**config.mk**
```make
export PLATFORM = sky130hd
export DESIGN_NAME = mem_access_unit
export DESIGN_NICKNAME = d
export VERILOG_FILES = /design/src/rtl/mem_access_unit_pkg.sv /design/src/rtl/mem_access_unit_sel_delay.sv /design/src/rtl/mem_access_unit.sv
export SDC_FILE = /design/constraint.sdc
export NUM_CORES = 1
export LEC_CHECK = 0
export BUFFER_PORTS_ARGS = -buffer_cell sky130_fd_sc_hd__buf_2
export CAP_MARGIN = 5
export CELL_PAD_IN_SITES_DETAIL_PLACEMENT = 0
export CELL_PAD_IN_SITES_GLOBAL_PLACEMENT = 1
export CORE_MARGIN = 10
export CORE_UTILIZATION = 34
export CTS_CLUSTER_DIAMETER = 200
export DETAILED_ROUTE_END_ITERATION = 16
export GPL_TIMING_DRIVEN = 1
export PLACE_DENSITY_LB_ADDON = 0.1
export SETUP_SLACK_MARGIN = 0.3
export SYNTH_ARGS = -nofsm -noshare
export SYNTH_HDL_FRONTEND = slang
export SYNTH_SLANG_ARGS = --single-unit
```
**constraint.sdc**
```tcl
create_clock -name gclk -period 2.9 [get_ports gclk]
set_clock_uncertainty 0.15 [all_clocks]
set_input_delay 0.435 -clock gclk [delete_from_list [all_inputs] [get_ports gclk]]
set_output_delay 0.435 -clock gclk [all_outputs]
set_load 0.02 [all_outputs]
```
**src/rtl/mem_access_unit_pkg.sv**
```systemverilog
// Shared core header for the mini-RISC16 memory stage: widths, control-bus
// field positions, memory-op encodings and the memory-stage state encoding.
package mem_access_unit_pkg;

  localparam int MAU_DATA_W = 16;
  localparam int MAU_ADDR_W = 16;
  localparam int MAU_CBUS_W = 32;

  // Control-bus slices consumed by the memory stage
  localparam int CBUS_MEM_EN_BIT  = 0;
  localparam int CBUS_MEM_WE_BIT  = 1;
  localparam int CBUS_MEM_ADR_LSB = 2;
  localparam int CBUS_MEM_ADR_MSB = CBUS_MEM_ADR_LSB + MAU_ADDR_W - 1;

  localparam logic [MAU_DATA_W-1:0] NOP_WORD_DEF = 16'h0000;

  typedef enum logic {
    MEM_LOAD  = 1'b0,
    MEM_STORE = 1'b1
  } mem_op_e;

  typedef enum logic [1:0] {
    ST_IDLE    = 2'd0,
    ST_RD_WAIT = 2'd1,
    ST_RD_DONE = 2'd2
  } mau_state_e;

endpackage

```
**src/rtl/mem_access_unit_sel_delay.sv**
```systemverilog
// 1-bit delay line: replays the RAM-port steal signal RD_LATENCY cycles later,
// which is when the displaced IF fetch would have returned its data.
module mem_sel_delay #(
  parameter int DEPTH = 1
) (
  input  logic gclk,
  input  logic grst_n,
  input  logic din,
  output logic dout
);

  logic [DEPTH-1:0] sel_pipe_q;

  // Shift in at bit 0; the concat is one bit wider and the cast drops the oldest
  always_ff @(posedge gclk or negedge grst_n) begin
    if (!grst_n) sel_pipe_q <= '0;
    else         sel_pipe_q <= DEPTH'({sel_pipe_q, din});
  end

  assign dout = sel_pipe_q[DEPTH-1];

endmodule

```
**src/rtl/mem_access_unit.sv**
```systemverilog
// Memory stage between ALU and writeback. Takes the shared RAM port for loads
// and stores, stalls the front end while a load is outstanding, and flags the
// IF fetch slots it stole so IF consumes a NOP instead of stale RAM data.
module mem_access_unit
  import mem_access_unit_pkg::*;
#(
  parameter int                    DATA_WIDTH     = MAU_DATA_W,
  parameter int                    ADDR_WIDTH     = MAU_ADDR_W,
  parameter int                    RAM_ADDR_WIDTH = 16,
  parameter int                    CBUS_WIDTH     = MAU_CBUS_W,
  parameter int                    RD_LATENCY     = 1,
  parameter logic [DATA_WIDTH-1:0] NOP_WORD       = DATA_WIDTH'(NOP_WORD_DEF)
) (
  input  logic                      gclk,
  input  logic                      grst_n,
  input  logic                      in_valid,
  input  logic [CBUS_WIDTH-1:0]     in_cbus,
  input  logic                      mem_en,
  input  logic                      mem_we,
  input  logic [ADDR_WIDTH-1:0]     mem_addr,
  input  logic [DATA_WIDTH-1:0]     in_data,
  input  logic [DATA_WIDTH-1:0]     store_data,
  output logic                      stall,
  output logic                      out_valid,
  output logic [CBUS_WIDTH-1:0]     out_cbus,
  output logic [DATA_WIDTH-1:0]     out_data,
  output logic                      ram_addr_sel,
  output logic [RAM_ADDR_WIDTH-1:0] ram_addr,
  output logic                      ram_we,
  output logic [DATA_WIDTH-1:0]     ram_wdata,
  input  logic [DATA_WIDTH-1:0]     ram_rdata,
  output logic                      if_data_sel,
  output logic [DATA_WIDTH-1:0]     if_bypass_data
);

  localparam int CNT_W = $clog2(RD_LATENCY + 1);

  mau_state_e                state_q, state_d;
  logic [CNT_W-1:0]          cnt_q, cnt_d;
  logic [RAM_ADDR_WIDTH-1:0] addr_q, addr_d;
  logic                      out_valid_q, out_valid_d;
  logic [CBUS_WIDTH-1:0]     out_cbus_q, out_cbus_d;
  logic [DATA_WIDTH-1:0]     out_data_q, out_data_d;
  logic                      mem_req;

  assign mem_req = in_valid & mem_en;

  // Next-state, writeback bus and combinational RAM-port control
  always_comb begin
    state_d      = state_q;
    cnt_d        = cnt_q;
    addr_d       = addr_q;
    out_valid_d  = 1'b0;
    out_cbus_d   = out_cbus_q;
    out_data_d   = out_data_q;
    stall        = 1'b0;
    ram_addr_sel = 1'b0;
    ram_addr     = mem_addr[RAM_ADDR_WIDTH-1:0];
    ram_we       = 1'b0;
    ram_wdata    = store_data;
    unique case (state_q)
      ST_IDLE: begin
        if (mem_req && mem_we == MEM_LOAD) begin
          // Issue the read now; front end frozen until data is back
          ram_addr_sel = 1'b1;
          stall        = 1'b1;
          addr_d       = mem_addr[RAM_ADDR_WIDTH-1:0];
          cnt_d        = CNT_W'(RD_LATENCY - 1);
          state_d      = (RD_LATENCY == 1) ? ST_RD_DONE : ST_RD_WAIT;
        end else if (mem_req && mem_we == MEM_STORE) begin
          // Stores complete in one port cycle, no stall
          ram_addr_sel = 1'b1;
          ram_we       = 1'b1;
          out_valid_d  = 1'b1;
          out_cbus_d   = in_cbus;
          out_data_d   = in_data;
        end else begin
          out_valid_d  = in_valid;
          out_cbus_d   = in_cbus;
          out_data_d   = in_data;
        end
      end
      ST_RD_WAIT: begin
        ram_addr_sel = 1'b1;
        ram_addr     = addr_q;
        stall        = 1'b1;
        cnt_d        = cnt_q - CNT_W'(1);
        if (cnt_q == CNT_W'(1)) state_d = ST_RD_DONE;
      end
      ST_RD_DONE: begin
        // Data valid this cycle; releasing stall lets the held load retire
        ram_addr_sel = 1'b1;
        ram_addr     = addr_q;
        out_valid_d  = 1'b1;
        out_cbus_d   = in_cbus;
        out_data_d   = ram_rdata;
        state_d      = ST_IDLE;
      end
      default: state_d = ST_IDLE;
    endcase
  end

  // State, read counter, latched address and registered writeback bus
  always_ff @(posedge gclk or negedge grst_n) begin
    if (!grst_n) begin
      state_q     <= ST_IDLE;
      cnt_q       <= '0;
      addr_q      <= '0;
      out_valid_q <= 1'b0;
      out_cbus_q  <= '0;
      out_data_q  <= '0;
    end else begin
      state_q     <= state_d;
      cnt_q       <= cnt_d;
      addr_q      <= addr_d;
      out_valid_q <= out_valid_d;
      out_cbus_q  <= out_cbus_d;
      out_data_q  <= out_data_d;
    end
  end

  mem_sel_delay #(.DEPTH(RD_LATENCY)) u_sel_delay (
    .gclk   (gclk),
    .grst_n (grst_n),
    .din    (ram_addr_sel),
    .dout   (if_data_sel)
  );

  assign out_valid      = out_valid_q;
  assign out_cbus       = out_cbus_q;
  assign out_data       = out_data_q;
  assign if_bypass_data = NOP_WORD;

endmodule

```
==> results.toml <==
[outcome]
outcome = "completed"

[pwr]
p_int_mw = 1.56
swShare_pct = 28.8
p_leak_nw = 1.97
combPwrFrac_pct = 20.0
seqPwrFrac_pct = 49.4
p_clk_share_pct = 30.6
powerDensity_nw_per_um2 = 543
power.switching_uw = 629
peakVddDrop_v = 0.000224

[global_route]
grt_max_degree = 42
grt_pass1_vias = 2334
grt_util_all_layers_pct = 11.2
grt_pass1_wl_um = 11800
overflow = 0
grt_antenna_before_repair = 0

[drt]
dr.pass1.iters = 4
vias = 2058
ant_nets = 0
drt_iter0_drc = 40
wirelength_um = 7630
drt-wirelength-per-cell_um = 16.2
drc = 0
viasPerCell = 4.38

[clock_tree]
post-cts-setup-buffers = 0
cts-root-buf = "clkbuf_8"
htree_levels = 3
clock_latency_ns = 0.33
cts_tree = "yes"
cts-buffers-inserted = 9
clockBufferDepth = 2
path_clk_slew_ns = 0.07
cts_sinks = 67
cts_resized = 0

[worst_setup_path]
worstSetupPathType = "flip-flop to primary output"
critical_path.cell_chain = "buf_4, mux2_2, buf_2"
cp_slowest_cell = "dfrtp_1"
max_stage_delay_ns = 0.67
cp-end-kind = "primary output"
critPathArrivalTime_ns = 1.81
crit_path_start_kind = "flip-flop"
required_ns = 2.32
reg2reg_slack_ns = 0.82
startpoint = "state_q[1]$_DFFE_PN0P_"
r2r-start = "state_q[1]$_DFFE_PN0P_"
crit_fanout = 13

[cells_and_area]
drive_gt1_share_pct = 61.6
fin_cells = 470
n_fill_cell = 886
area_delta_synth_final_pct = 27.4
utilization_pct = 44.0
fin_area_sq_um = 4030
nets = 456
antennaDiodeCount = 0

[yosys]
seq_area_frac_synth_pct = 53.0
ys_ff_latch = 67
synth_cell_types = 12
syn_area_per_cell_sq_um = 14.8
ys_warn_count = 0
synthesis.area_sq_um = 3160
netlist_instances = 213

[sta]
fin_crit_sh_pct = 82.6
hold_violations = 0
setup_viol = 0
max_slew_margin_pct = 58.6
report.final.slew_viol_count = 0
setup_tns_ns = 0
fmax_mhz = 418
rsz0062_at_grt = "no"
whs_ns = 0.158
min_period_ns = 2.39
worst_slew_pin_slew_ns = 0.621

[hold_path]
min_path_type = "input pin to flip-flop"
min_from = "in_cbus[22]"

[placement]
place_area_sq_um = 3850
dp_hpwl_um = 5990
placed_cells = 454
gp_congestion = 0.666
numPortBuffers = 153

[floorplan]
std_cell_rows = 35
initial_core_util_pct = 34.6
die_w_um = 116
die_y_um = 116
core_sq_um = 9150
pin_count = 202
dieArea_sq_um = 13600

[job]
maxCapViolations = 0
==> placed cells by master, fill, tap and decap left out, drive strengths merged <==
master and count:
nand2b 1, dlygate4sd3 1, a21o 2, clkbuf 10, nor4bb 2, dfrtp 67
mux2 96, buf 158, clkinv 3, and4b 1, clkinvlp 2, conb 16
==> routing by layer <==
metal  part of all wire [%]  track usage [%]  routed length [um]
met2                     51             19.3                3870
met3                     10             4.47                 790
met1                     37             11.6                2840
met4                    1.7             5.50                 129
met5                      0                0                   0
==> power groups by stage <==
stage	clock network [mW]	registers [mW]	logic [mW]
floorplan	0	1.16	0.245
global placement	0	1.10	0.444
detailed placement	0	1.10	0.448
CTS	0.705	1.08	0.449
global route	0.756	1.10	0.480
finish	0.669	1.08	0.437
==> worst max-delay path: cells and delay by family, from the launching register on <==
family	cells	cell delay (ns)
buffers and inverters	2	0.46
DFF	1	0.67
muxes	1	0.35
==> cells in the mapped netlist (all sizes together) <==
| cell | instances | area, sq um |
|---|---|---|
| buf | 43 | 335 |
| and4b | 1 | 10.0 |
| a21o | 2 | 15.0 |
| dfrtp | 67 | 1680 |
| conb | 1 | 3.75 |
| nand2b | 1 | 6.26 |
| mux2 | 96 | 1080 |
| nor4bb | 2 | 35.0 |
==> kinds of logic (layout without fill, tap and decap cells) <==
| family | count (synthesis) | count (layout) | share of synthesized area, % |
|---|---|---|---|
| AOI/OAI and AO/OA | 2 | 2 | 0.475 |
| muxes | 96 | 96 | 34.2 |
| other | 1 | 16 | 0.119 |
| DFF | 67 | 67 | 53.0 |
| buffers and inverters | 43 | 174 | 10.6 |
| and+or+nand+nor | 4 | 4 | 1.62 |
==> per-stage QoR <==
stage | worst slack [ns] | power [mW]
2_1_floorplan | 0.999 | 1.41
3_3_place_gp | 0.838 | 1.54
3_5_place_dp | 0.801 | 1.55
4_1_cts | 0.476 | 2.24
5_1_grt | 0.351 | 2.33
6_report | 0.505 | 2.19
==> what timing repair did <==
item / in CTS / in global routing
hold endpoints to repair: 26 / 0
hold buffers: 1 / 0
setup endpoints to repair: 0 / 0
==> sequential cells by signal (all words and copies together), names as in the netlist <==
register / cells
out_valid: 1
out_data: 16
addr_q: 16
state_q: 1
out_cbus: 32
u_sel_delay.dout: 1
==> cell type report <==
cell class	count	area (sq um)	share of cell area [%]
clock buffers	10	138	3.42
clock inverters	5	30.0	0.745
multi-input cells	118	1210	30.0
flip-flops and latches	67	1680	41.6
well taps	111	139	3.45
repair buffers	159	838	20.8
==> final timing paths <==
path,cells past startpoint,endpoint
setup reg to reg,3,out_cbus[26]$_DFFE_PN0P_
hold / removal,2,out_cbus[22]$_DFFE_PN0P_
setup / recovery,3,ram_addr[13]
max in group asynchronous,3,state_q[1]$_DFFE_PN0P_
min in group asynchronous,2,out_cbus[23]$_DFFE_PN0P_
hold reg to reg,1,out_data[3]$_DFFE_PN0P_
(Power assumes the default switching activity.)
